<file path="src/rtl/imem_loader_pkg.sv">
// Shared definitions for the byte-serial instruction-memory loader.
// Holds the loader FSM state encodings, the default instruction-memory
// address width, and a helper that decodes which states accept input bytes.
package imem_loader_pkg;

    localparam int unsigned DefaultAddrWidth = 10;

    // Loader FSM states. The four byte-accepting states sit at 0..3.
    localparam logic [2:0] StHdr0  = 3'd0;
    localparam logic [2:0] StHdr1  = 3'd1;
    localparam logic [2:0] StData  = 3'd2;
    localparam logic [2:0] StCsum  = 3'd3;
    localparam logic [2:0] StDone  = 3'd4;
    localparam logic [2:0] StError = 3'd5;

    // True in every state that consumes bytes from the input stream.
    function automatic logic accepts_bytes(input logic [2:0] st);
        return (st == StHdr0) || (st == StHdr1) || (st == StData) || (st == StCsum);
    endfunction

endpackage

</file>
<file path="src/rtl/imem_loader_word_assembler.sv">
// Big-endian byte-to-word assembler for the program loader.
// Ports:
//   clk, reset   system clock and synchronous active-high reset
//   byte_valid   a payload byte is consumed this cycle
//   byte_in      the payload byte
//   word_ready   combinational strobe: this byte completes a 32-bit word
//   word         the assembled word; valid while word_ready is high
// The first three bytes of a word are held in a 24-bit shift register; the
// fourth byte is taken live from byte_in so the word is available on the same
// edge that accepts it.
module imem_loader_word_assembler (
    input  logic        clk,
    input  logic        reset,
    input  logic        byte_valid,
    input  logic [7:0]  byte_in,
    output logic        word_ready,
    output logic [31:0] word
);

    logic [23:0] shift_q;
    logic [1:0]  cnt_q;

    assign word       = {shift_q, byte_in};
    assign word_ready = byte_valid && (cnt_q == 2'd3);

    always_ff @(posedge clk) begin
        if (reset) begin
            shift_q <= 24'd0;
            cnt_q   <= 2'd0;
        end else if (byte_valid) begin
            shift_q <= {shift_q[15:0], byte_in};
            cnt_q   <= cnt_q + 2'd1;  // wraps 3 -> 0 at each word boundary
        end
    end

endmodule

</file>
<file path="src/rtl/imem_loader.sv">
// Byte-serial program loader feeding the MIPS core's instruction memory.
// Receives a frame {N[15:8], N[7:0], 4*N payload bytes, XOR checksum} over a
// valid/ready byte stream, writes big-endian words to consecutive word
// addresses, and holds the core in reset until a complete, valid image is in.
// Ports:
//   clk, reset    system clock, synchronous active-high reset
//   in_valid      input byte present
//   in_ready      loader accepts a byte this cycle
//   in_data       input byte
//   im_we         instruction-memory write enable, one-cycle pulse
//   im_addr       word address of the write
//   im_wdata      word to write
//   cpu_reset     reset to the core; low only once the image is verified
//   load_done     image loaded and checksum matched (sticky)
//   load_error    framing or checksum failure (sticky)
//   words_loaded  words committed to memory so far
module imem_loader
    import imem_loader_pkg::*;
#(
    parameter int unsigned ADDR_WIDTH = DefaultAddrWidth
) (
    input  logic                  clk,
    input  logic                  reset,
    input  logic                  in_valid,
    output logic                  in_ready,
    input  logic [7:0]            in_data,
    output logic                  im_we,
    output logic [ADDR_WIDTH-1:0] im_addr,
    output logic [31:0]           im_wdata,
    output logic                  cpu_reset,
    output logic                  load_done,
    output logic                  load_error,
    output logic [ADDR_WIDTH:0]   words_loaded
);

    localparam logic [16:0] Capacity = 17'd1 << ADDR_WIDTH;

    logic [2:0]            state_q, state_d;
    logic [7:0]            n_hi_q;
    logic [15:0]           n_q;
    logic [7:0]            csum_q;
    logic [ADDR_WIDTH:0]   words_q;
    logic                  im_we_q;
    logic [ADDR_WIDTH-1:0] im_addr_q;
    logic [31:0]           im_wdata_q;

    logic        accept;
    logic        data_byte;
    logic        word_ready;
    logic [31:0] word;
    logic [16:0] n_in;
    logic        last_word;

    assign accept    = in_valid && in_ready;
    assign data_byte = accept && (state_q == StData);
    assign n_in      = {1'b0, n_hi_q, in_data};

    // words_q has already counted every earlier word by the time the next
    // word completes (at least four edges later), so it is this word's index.
    assign last_word = ({1'b0, n_q} == (17'(words_q) + 17'd1));

    imem_loader_word_assembler u_asm (
        .clk        (clk),
        .reset      (reset),
        .byte_valid (data_byte),
        .byte_in    (in_data),
        .word_ready (word_ready),
        .word       (word)
    );

    always_comb begin
        state_d = state_q;
        case (state_q)
            StHdr0: if (accept) state_d = StHdr1;
            StHdr1: begin
                if (accept) begin
                    if (n_in > Capacity)   state_d = StError;
                    else if (n_in == 17'd0) state_d = StCsum;
                    else                    state_d = StData;
                end
            end
            StData: if (word_ready && last_word) state_d = StCsum;
            StCsum: begin
                if (accept) state_d = (in_data == csum_q) ? StDone : StError;
            end
            default: state_d = state_q;  // Done / Error are terminal
        endcase
    end

    always_ff @(posedge clk) begin
        if (reset) begin
            state_q    <= StHdr0;
            n_hi_q     <= 8'd0;
            n_q        <= 16'd0;
            csum_q     <= 8'd0;
            words_q    <= '0;
            im_we_q    <= 1'b0;
            im_addr_q  <= '0;
            im_wdata_q <= 32'd0;
        end else begin
            state_q <= state_d;
            if (accept && (state_q == StHdr0)) n_hi_q <= in_data;
            if (accept && (state_q == StHdr1)) n_q <= {n_hi_q, in_data};
            if (data_byte) csum_q <= csum_q ^ in_data;
            im_we_q <= word_ready;
            if (word_ready) begin
                im_addr_q  <= words_q[ADDR_WIDTH-1:0];
                im_wdata_q <= word;
            end
            // Count a word when memory commits it, one edge after it is queued.
            if (im_we_q) words_q <= words_q + 1'b1;
        end
    end

    assign in_ready     = accepts_bytes(state_q);
    assign im_we        = im_we_q;
    assign im_addr      = im_addr_q;
    assign im_wdata     = im_wdata_q;
    assign load_done    = (state_q == StDone);
    assign load_error   = (state_q == StError);
    assign cpu_reset    = (state_q != StDone);
    assign words_loaded = words_q;

endmodule

</file>
<file path="config.mk">
export PLATFORM = sky130hd
export DESIGN_NAME = imem_loader
export DESIGN_NICKNAME = d
export VERILOG_FILES = /design/src/rtl/imem_loader_pkg.sv /design/src/rtl/imem_loader_word_assembler.sv /design/src/rtl/imem_loader.sv
export SDC_FILE = /design/constraint.sdc
export NUM_CORES = 1
export LEC_CHECK = 0
export CAP_MARGIN = 25
export CORE_MARGIN = 4
export CORE_UTILIZATION = 31
export CTS_CLUSTER_DIAMETER = 100
export DETAILED_ROUTE_END_ITERATION = 8
export SYNTH_ARGS = -nofsm -noshare
export SYNTH_HDL_FRONTEND = slang
export SYNTH_SLANG_ARGS = --single-unit
</file>
<file path="constraint.sdc">
create_clock -name clk -period 1.7 [get_ports clk]
set_input_delay 0.34 -clock clk [delete_from_list [all_inputs] [get_ports clk]]
set_output_delay 0.34 -clock clk [all_outputs]
set_load 0.02 [all_outputs]
</file>
==> qor.json <==
{
  "worst_ir_drop_on_vdd": {"value": 689.1, "unit": "uV"},
  "cts_buffer_depth": {"value": 2},
  "leakage": {"value": 0.002700, "unit": "uW"},
  "synthDominantCellAreaShare": {"value": 49.84, "unit": "%"},
  "dp.cells": {"value": 856},
  "placementRows": {"value": 44},
  "floorplan.die.width": {"value": 130.1, "unit": "microns"},
  "finalSetupViolCount": {"value": 4},
  "die_h": {"value": 130.1, "unit": "microns"},
  "global_route_wire_length_before_repair": {"value": 20110, "unit": "microns"},
  "globalplace.congestion": {"value": 0.8161},
  "clk_root_buffer_cell": {"value": "sky130_fd_sc_hd__clkbuf_16"},
  "required": {"value": 1990, "unit": "ps"},
  "first_iter_violations": {"value": 295},
  "main_combinational_cell_family_by_area_after_synthesis": {"value": "simple AND/OR/NAND/NOR gates"},
  "grt.total_usage": {"value": 14.92, "unit": "%"},
  "maxCapViolations": {"value": 0},
  "place.port_buffers": {"value": 68},
  "io_pins": {"value": 69},
  "synth_most_common_cell": {"value": "sky130_fd_sc_hd__nand2_1"},
  "power.share.clock": {"value": 52.5, "unit": "%"},
  "synth_compound_area_share": {"value": 12.13, "unit": "%"},
  "timing.critical_path.buf_inv": {"value": 0},
  "first_global_vias": {"value": 4108},
  "diodes": {"value": 0},
  "path_max_fanout": {"value": 2},
  "violations": {"value": "negative setup slack"},
  "routed_wl": {"value": 12330, "unit": "microns"},
  "sw_frac_of_total": {"value": 22.11, "unit": "%"},
  "synthXorXnorAreaFrac": {"value": 7.584, "unit": "%"},
  "worstReg2RegStart": {"value": "words_loaded[1]"},
  "drv_slew": {"value": 0},
  "first_pass_iters": {"value": 5},
  "share_of_cell_area_taken_by_muxes_after_synthesis": {"value": 0.6501, "unit": "%"},
  "syn_avg_cell_area": {"value": 7.896, "unit": "sq um"},
  "rsz0062_at_grt": {"value": "true"},
  "route.detailed.drc": {"value": 0},
  "worst-slew-pin-transition": {"value": 423.3, "unit": "ps"},
  "mappedNetlistArea": {"value": 4619, "unit": "sq um"},
  "max_stage_delay": {"value": 560, "unit": "ps"},
  "post-dp-hpwl": {"value": 8763, "unit": "microns"},
  "timing.critical_path.cells": {"value": "ha_4 -> xnor2_2 -> o211ai_1 -> or4_4 -> nor4_4 -> a31oi_2 -> mux2i_1"},
  "setup_ws": {"value": -233.0, "unit": "ps"},
  "synth_enable_flop_cells": {"value": 0},
  "clkLatencyLatePin": {"value": 410, "unit": "ps"},
  "cts_sinks": {"value": 115},
  "cts-htree-levels": {"value": 4},
  "timing.critical_path.slowest_stage_cell": {"value": "sky130_fd_sc_hd__or4_4"},
  "design.core.area": {"value": 14590, "unit": "sq um"},
  "run_status": {"value": "finished with violations"},
  "multi_input_area": {"value": 2220, "unit": "sq um"},
  "antenna_found_initial": {"value": 0},
  "grt-ovfl-total": {"value": 0},
  "dp_worst_setup_slack": {"value": -437.7, "unit": "ps"},
  "pwr-share-comb": {"value": 6.9, "unit": "%"},
  "drive_above_1_share": {"value": 16.78, "unit": "%"},
  "synth.lib_cells_used.distinct": {"value": 38},
  "layout.cells.non_filler": {"value": 893},
  "ys.warnings.count": {"value": 0},
  "routed_via_density": {"value": 4.796},
  "timing.clock.skew": {"value": 6.601, "unit": "ps"},
  "start_util": {"value": 31.66, "unit": "%"},
  "synth_area_leader_cell": {"value": "sky130_fd_sc_hd__dfxtp_1"},
  "min_period": {"value": 1933, "unit": "ps"},
  "synthTopCellsByArea": {"value": "sky130_fd_sc_hd__dfxtp_1, sky130_fd_sc_hd__nand2_1, sky130_fd_sc_hd__a21oi_1"},
  "powerDensity": {"value": 1043, "unit": "nW/um^2"},
  "synthAdderAreaFrac": {"value": 0.5417, "unit": "%"},
  "ant_nets": {"value": 0},
  "timing.critical_path.arrival": {"value": 2230, "unit": "ps"},
  "holdCritPathClass": {"value": "input pin to flip-flop"},
  "number_of_buffers_added_to_fix_hold_violations_after_cts": {"value": 0},
  "layout.nets": {"value": 709},
  "grt_max_degree": {"value": 46},
  "fin_setup_tns": {"value": -479.3, "unit": "ps"},
  "max_clock_freq": {"value": 0.5173, "unit": "GHz"},
  "design.die.area": {"value": 16920, "unit": "sq um"},
  "cts-buffers-inserted": {"value": 17},
  "min_period_over_period": {"value": 113.7, "unit": "%"},
  "finalPower": {"value": 6853, "unit": "uW"},
  "syn_inst": {"value": 585},
  "ys_dominant_reg_cell": {"value": "sky130_fd_sc_hd__dfxtp_1"},
  "yosysSeqAreaShare": {"value": 49.84, "unit": "%"},
  "reg2reg_setup_slack": {"value": -230, "unit": "ps"},
  "syn-num-nets": {"value": 598},
  "routed-via-count": {"value": 4283},
  "total_switching_power": {"value": 1515, "unit": "uW"},
  "tritoncts_clock_tree": {"value": "yes"},
  "synth_simple_gate_area_share": {"value": 25.43, "unit": "%"},
  "min-delay-start": {"value": "reset"},
  "timing.slew.headroom": {"value": 71.78, "unit": "%"},
  "netlist_top_cells_count": {"value": "sky130_fd_sc_hd__nand2_1, sky130_fd_sc_hd__dfxtp_1, sky130_fd_sc_hd__a21oi_1"},
  "crit_start": {"value": "words_loaded[1]"},
  "routed_wire_length_per_instance": {"value": 13.81, "unit": "microns"},
  "setup.worst_path.end_class": {"value": "flip-flop"},
  "clk_transition_reported_paths": {"value": 50, "unit": "ps"},
  "pwr-share-seq": {"value": 40.7, "unit": "%"},
  "area.sequential": {"value": 2325, "unit": "sq um"},
  "worst_path_dominant_cell_family": {"value": "simple AND/OR/NAND/NOR gates"},
  "worstSetupPathType": {"value": "flip-flop to flip-flop"},
  "async_flop_share": {"value": 0, "unit": "%"},
  "setup.worst_path.start_class": {"value": "flip-flop"},
  "internal-power": {"value": 5337, "unit": "uW"},
  "syn_to_final_growth": {"value": 42.23, "unit": "%"},
  "hold_vio_cnt_final": {"value": 0},
  "fillCellCount": {"value": 1429},
  "synth.ff_latch_count": {"value": 115}
}
cells by family (layout without fill, tap and decap cells):
| group | after synthesis | count (layout) |
|---|---|---|
| adders and majority gates | 2 | 2 |
| and+or+nand+nor | 275 | 275 |
| xor gates and xnor gates | 40 | 40 |
| buffers and inverters | 43 | 167 |
| DFF | 115 | 115 |
| AOI/OAI and AO/OA | 107 | 107 |
| muxes | 3 | 3 |
cells in the final DEF, fill, tap and decap left out, types with 6 or more instances in the layout:
cell type                           n
sky130_fd_sc_hd__a21oi_1           93
sky130_fd_sc_hd__buf_4             58
sky130_fd_sc_hd__clkbuf_16         19
sky130_fd_sc_hd__clkdlybuf4s50_1   10
sky130_fd_sc_hd__dfxtp_1          105
sky130_fd_sc_hd__dfxtp_2            6
sky130_fd_sc_hd__dlygate4sd2_1     48
sky130_fd_sc_hd__nand2_1          194
sky130_fd_sc_hd__nand3_1            9
sky130_fd_sc_hd__nor2_1            28
sky130_fd_sc_hd__nor3_1             6
sky130_fd_sc_hd__xnor2_1           15
sky130_fd_sc_hd__xor2_1            24
path summary, 6_finish.rpt:
| path | endpoint | depth (start not counted) |
|---|---|---|
| worst max-delay path | state_q[1] | 7 |
| worst min-delay path | csum_q[7] | 2 |
| worst max register to register | state_q[1] | 7 |
| worst min register to register | im_addr[1] | 2 |
what timing repair did:
item	4_1_cts	5_1_grt
pin swaps	4	1
buffers inserted	3	2
gates resized for setup	77	12
setup endpoints to repair	54	58
state kept, by name, indices dropped and copies added (netlist names):
signal and count:
words_loaded 11, csum_q 8, im_we 1, state_q 3, im_addr 10, u_asm.cnt_q 2, u_asm.shift_q 24, im_wdata 32
n_hi_q 8, n_q 16
through the flow:
step	hold slack (ps)	utilization (%)	instance area, sq um
after floorplan	432.1	-	4666
after global placement	441.9	40.46	5903
after detailed placement	447.6	40.46	5903
after CTS	334.8	44.72	6524
after global routing	362.2	45.03	6570
final	346.0	45.03	6570
power groups by stage:
stage	clock, uW	combinational, uW	sequential [uW]
floorplan	0	246	2830
global placement	0	435	2840
detailed placement	0	442	2840
CTS	3660	462	2790
global route	3790	517	2790
finish	3600	470	2790
area by class of cell:
cell class | count | share of cell area (%)
sequential | 115 | 35.38
multi-input combinational | 427 | 33.78
timing repair buffer | 131 | 17.73
clock buffer | 27 | 8.456
tap | 184 | 3.504
clock inverter | 5 | 0.9141
inverter | 4 | 0.2285
metal layers:
layer  wire length [microns]  part of all wire (%)  track usage (%)  up-vias
met5                       0                     0                0        -
met4                     254                   2.1            6.968        0
met3                     661                   5.4            3.766       20
met2                    5495                    45            21.97      110
met1                    5918                    48            20.48     1990
li1                        -                     -                -     2163
Power figures use the tool's default switching activity.
==> variant 1, RTL diff (config.mk and constraints unchanged) <==
`DefaultAddrWidth`: 10 -> 8.
--- a/src/rtl/imem_loader_pkg.sv
+++ b/src/rtl/imem_loader_pkg.sv
@@ -4,5 +4,5 @@
 package imem_loader_pkg;
 
-    localparam int unsigned DefaultAddrWidth = 10;
+    localparam int unsigned DefaultAddrWidth = 8;
 
     // Loader FSM states. The four byte-accepting states sit at 0..3.
Interface: changed (resized im_addr and words_loaded); port bits go from 69 to 65. No check against the original RTL was run, so the function may have changed too.
==> variant 1 against the original RTL <==
  * The run still ends with negative setup slack left
  * Synthesized area is 2.9% lower
  * Critical path type unchanged
  * Core utilization grew 1.0 points
  * Sequential cell count down 4
  * Routed wire length grew 0.80%
  * Combinational power shrank 4%
  * Worst setup slack lost 46 ps
  * Sequential share of layout area decreased by 0.70 points
  * Power down 24%
  * Cell area fell by 1.5%
  * Largest power group is now registers
  * Critical path depth did not move
==> variant 1: results (changes against the original RTL) <==
Status
  – Run status: finished with violations (unchanged)
  – Violated checks: negative setup slack (unchanged)

CTS
  – CTS buffer count: 9 (was 17)
  – CTS H-Tree Depth: 3 (was 4)
  – CTS Buffer Depth: 2 (unchanged)
  – Clock Latency Late Sink: 350 ps (was 410 ps)
  – Hold_buf cts: 0 (unchanged)
  – Clock transition at path regs: 70 ps (was 50 ps)
  – Clock Root Buffer: clkbuf_16 (unchanged)

Placed design
  – DP Wirelength: 8340 um (was 8763 um)
  – Port Buffers: 64 (was 68)
  – GPL Wtd Cong: 0.8435 (was 0.8161)
  – Placed Cells: 830 (was 856)

Yosys
  – Syn avg cell area: 7.981 um2 (was 7.896 um2)
  – Synth unique cells: 49 (was 38)
  – Synth top cells by count: 192 x nand2_1, 111 x dfxtp_1, 95 x a21oi_1 (was 194 x nand2_1, 115 x dfxtp_1, 93 x a21oi_1)
  – Syn nets: 575 (was 598)
  – Register area share after synthesis: 0.4954 (was 0.4984)
  – Top cells by area, synth: dfxtp_1 50%, nand2_1 16%, a21oi_1 11%, xor2_1 4.3%, clkbuf_1 2.3% (was dfxtp_1 50%, nand2_1 16%, a21oi_1 10%, xor2_1 4.6%, xnor2_1 3.0%)

Cells and area
  – Layout cells sized above 1: 0.2308 (was 0.1678)
  – Ant. Diodes: 0 (unchanged)
  – Nets: 684 (was 709)

Route
  – Vias per inst: 4.852 (was 4.796)
  – WL final: 12,430 um (was 12,330 um)
  – Vias post-DR: 4,153 (was 4,283)
  – Detailed-router iteration count before antenna repair: 4 (was 5)
  – 1st-iter DRT viols: 289 (was 295)

GRT
  – Initial antenna violation count: 0 (unchanged)
  – Largest net degree at the start of global routing: 61 (was 46)
  – Vias in the first global route: 3,950 (was 4,108)
  – First-pass GRT wire length: 18,920 um (was 20,110 um)
  – Total track usage: 0.1397 (was 0.1492)

Setup path
  – Worst path slowest cell: or4_4 (unchanged)
  – WP data arrival: 2240 ps
  – CP peak stage delay: 440 ps (was 560 ps)
  – Crit-path max FO: 5 (was 2)

Min path
  – Hold depth: 2 (unchanged)

Timing
  – Final WS setup: -278.6 ps (was -233.0 ps)
  – Setup-failing EPs final: 5 (was 4)
  – Setup Skew: 9.791 ps (was 6.601 ps)
  – Slew margin rel.: 0.7029 (was 0.7178)

Power and ir drop
  – Worst vdd ir: 0.5406 mV (was 0.6891 mV)
  – Leakage power: 2.545 nW (was 2.700 nW)
variant 1: cell count changes after synthesis, sizes merged, moves of 3 or more:
cell    unedited run  this run
xnor2             16        10
nor3               6         1
nand4b             3         0
nand3              9         6
nand4              5         8
nor2              29        22
dfxtp            115       111
variant 1: routing by layer:
layer | wire length, um | global-route usage
met1 | 5725 | 0.1913
met2 | 5871 | 0.2234
met3 | 721 | 0.02083
met4 | 110 | 0.05056
met5 | 0 | 0
variant 1: cell families (layout without fill, tap and decap cells):
family,Yosys count,after routing,share of synthesized area
flops,111,111,0.4954
simple gates,261,261,0.2524
compound gates,113,113,0.1423
buf+inv,42,156,0.03961
xor+xnor,32,32,0.06248
fa+ha+maj,2,2,0.005578
mux,1,1,0.002232
variant 1: layout make-up:
| cell class | count | area (um2) |
|---|---|---|
| flip-flops and latches | 111 | 2243 |
| clock inverters | 5 | 36.28 |
| repair buffers | 136 | 1334 |
| well taps | 180 | 225.2 |
| fillers | 1363 | 7574 |
| clock buffers | 11 | 254.0 |
| multi-input cells | 409 | 2359 |
| inverters | 4 | 17.52 |
variant 1: worst register-to-register path, delay by kind of cell, from the launching register on:
kind	cells	cell delay, ps
compound gates	2	390
fa+ha+maj	1	180
flops	1	360
simple gates	4	970
variant 1: timing repair:
action,in CTS,in global routing
pin swaps,9,33
setup buffers,1,4
gates cloned,0,5
endpoints found under the setup margin,58,49
resized for setup,34,70
variant 1: worst paths after layout:
path                                           endpoint  slack (ps)
worst max-delay path            state_q[1]$_SDFFE_PP0P_        -280
worst min-delay path               n_q[12]$_SDFFE_PP0P_         380
worst max register to register  state_q[1]$_SDFFE_PP0P_        -280
worst min register to register     n_q[14]$_SDFFE_PP0P_         450
variant 1: through the flow:
step	instance area, um2	setup TNS [ps]	setup slack (ps)	hold WS (ps)	util
final	6469	-734.0	-278.6	380.6	0.4607
after CTS	6081	-2248	-357.3	363.0	0.4330
after detailed placement	5759	-32910	-755.4	445.2	0.4101
after global placement	5759	-28440	-659.8	440.2	0.4101
after global routing	6469	-3525	-341.4	397.8	0.4607
after floorplan	4519	-420.1	-293.9	432.1	-
variant 1: where the power goes:
group	leakage (nW)	internal, mW	total [mW]	switching (mW)
clock network	0.145	1.09	2.05	0.962
logic	1.50	0.201	0.453	0.252
registers	0.902	2.64	2.68	0.0404
total	2.54	3.93	5.19	1.25
==> variant 2, RTL diff (config.mk and constraints unchanged) <==
Made on the original files. Put a register stage on the output `load_error`, with the module's reset. The value now appears one clock later. The other outputs are not delayed to match.
--- a/src/rtl/imem_loader.sv
+++ b/src/rtl/imem_loader.sv
@@ -118,5 +118,11 @@
     assign im_wdata     = im_wdata_q;
     assign load_done    = (state_q == StDone);
-    assign load_error   = (state_q == StError);
+    always_ff @(posedge clk) begin
+        if (reset) begin
+            load_error <= '0;
+        end else begin
+            load_error <= (state_q == StError);
+        end
+    end
     assign cpu_reset    = (state_q != StDone);
     assign words_loaded = words_q;
Check against the original RTL: not equivalent (a bounded check fails within 4 cycles, from zero or initial values and one cycle with reset high).
==> variant 2 against the original RTL <==
  * The flow still finishes with violations (negative setup slack)
  * Cell area down 1.3%
  * Hold slack got worse by 49 ps
  * Clock power shrank 12%
  * Worst setup slack better by 38 ps
  * Power decreased by 6.7%
  * Sequential cell count is 1 higher
  * Sequential power about the same
  * Routed wire length is essentially flat
  * Synthesized area grew 0.70%
==> variant 2: results (changes against the original RTL) <==
Status
  – Run status: finished with violations (unchanged)
  – Violated checks: negative setup slack (unchanged)

Cells and area
  – Layout cells sized above 1: 0.1617 (was 0.1678)
  – Non-Filler Instances: 883 (was 893)
  – Nets: 701 (was 709)
  – Fill cells: 1,477 (was 1,429)

Power and ir drop
  – Worst vdd ir: 0.7878 mV (was 0.6891 mV)
  – Leakage power: 2.815 nW (was 2.700 nW)
  – Internal Power: 4.932 mW (was 5.337 mW)

Timing
  – Slew margin rel.: 0.7637 (was 0.7178)
  – Setup TNS: -211.8 ps (was -479.3 ps)
  – Final WS setup: -195.1 ps (was -233.0 ps)
  – Setup Skew: 10.11 ps (was 6.601 ps)
  – Worst hold slack: 297.0 ps (was 346.0 ps)
  – Setup-failing EPs final: 2 (was 4)

Placed design
  – Placed Cells: 851 (was 856)
  – DP Wirelength: 8645 um (was 8763 um)
  – Dpl ws: -344.4 ps (was -437.7 ps)
  – Placed inst area: 5872 um2 (was 5903 um2)
  – GPL Wtd Cong: 0.8048 (was 0.8161)

GRT
  – Largest net degree at the start of global routing: 64 (was 46)
  – Vias in the first global route: 4,157 (was 4,108)
  – Total track usage: 0.1516 (was 0.1492)
  – Initial antenna violation count: 0 (unchanged)

Setup path
  – RR Endpoint: state_q[0]$_SDFFE_PP0P_ (was state_q[1]$_SDFFE_PP0P_)
  – FF-to-FF Start: n_q[15]$_SDFFE_PP0P_ (was words_loaded[1]$_SDFFE_PP0P_)
  – R2R cell count: 5 (was 7)
  – Critical Path End: state_q[0]$_SDFFE_PP0P_ (was state_q[1]$_SDFFE_PP0P_)

Yosys
  – Top cells by area, synth: dfxtp_1 50%, nand2_1 15%, a21oi_1 11%, xnor2_1 4.3%, xor2_1 3.4% (was dfxtp_1 50%, nand2_1 16%, a21oi_1 10%, xor2_1 4.6%, xnor2_1 3.0%)
  – Register area share after synthesis: 0.4992 (was 0.4984)
  – Synth top cells by count: 191 x nand2_1, 116 x dfxtp_1, 98 x a21oi_1 (was 194 x nand2_1, 115 x dfxtp_1, 93 x a21oi_1)
  – Synth unique cells: 44 (was 38)
  – Syn nets: 602 (was 598)

Route
  – 1st-iter DRT viols: 331 (was 295)
  – Vias per inst: 4.800 (was 4.796)
  – WL final: 12,340 um (was 12,330 um)

Min path
  – Hold path endpoint: words_loaded[4]$_SDFFE_PP0P_ (was csum_q[7]$_SDFFE_PP0P_)

CTS
  – Clock Root Buffer: clkbuf_16 (unchanged)
[variant 2: cell families (layout without fill, tap and decap cells)]
group | after synthesis | count (layout) | share of synthesized area
XOR/XNOR | 41 | 41 | 0.07719
multiplexers | 4 | 4 | 0.009145
AO/OA/AOI/OAI | 114 | 114 | 0.1304
AND/OR/NAND/NOR | 264 | 264 | 0.2359
buffers and inverters | 48 | 158 | 0.04276
flip-flops | 116 | 116 | 0.4992
adder cells (fa/ha/maj) | 2 | 2 | 0.005378
[variant 2: timing repair]
item	in CTS	in global routing
endpoints found under the hold margin	0	0
setup endpoints to repair	38	74
pin swaps	3	2
setup buffers	0	3
resized for setup	56	34
[variant 2: per-layer routing]
layer | up-vias | global-route usage | routed length [um]
met2 | 113 | 0.2279 | 5491
met4 | 0 | 0.05989 | 269
li1 | 2134 | - | -
met1 | 1967 | 0.2099 | 5910
met5 | - | 0 | 0
met3 | 24 | 0.03659 | 667
[variant 2: layout make-up]
type / count / area [um2] / share of cell area
inverter: 8 / 30.03 / 0.004631
clock inverter: 11 / 90.09 / 0.01389
multi-input combinational: 425 / 2190 / 0.3377
timing repair buffer: 120 / 1164 / 0.1795
tap: 184 / 230.2 / 0.03551
clock buffer: 19 / 432.9 / 0.06677
sequential: 116 / 2347 / 0.3620
[variant 2: power groups by stage]
stage                     logic (mW)  clock network, mW  registers, mW
final                          0.433               3.15           2.80
after global routing           0.479               3.37           2.81
after detailed placement       0.415                  0           2.85
after floorplan                0.231                  0           2.85
after CTS                      0.424               3.21           2.80
after global placement         0.410                  0           2.85
[variant 2: critical path, stage by stage (launching register included)]
cell and delay, ps:
dfxtp_2 320, or4_4 510, or4_4 440, a2111oi_4 210, nand4_1 180, o21ai_1 160
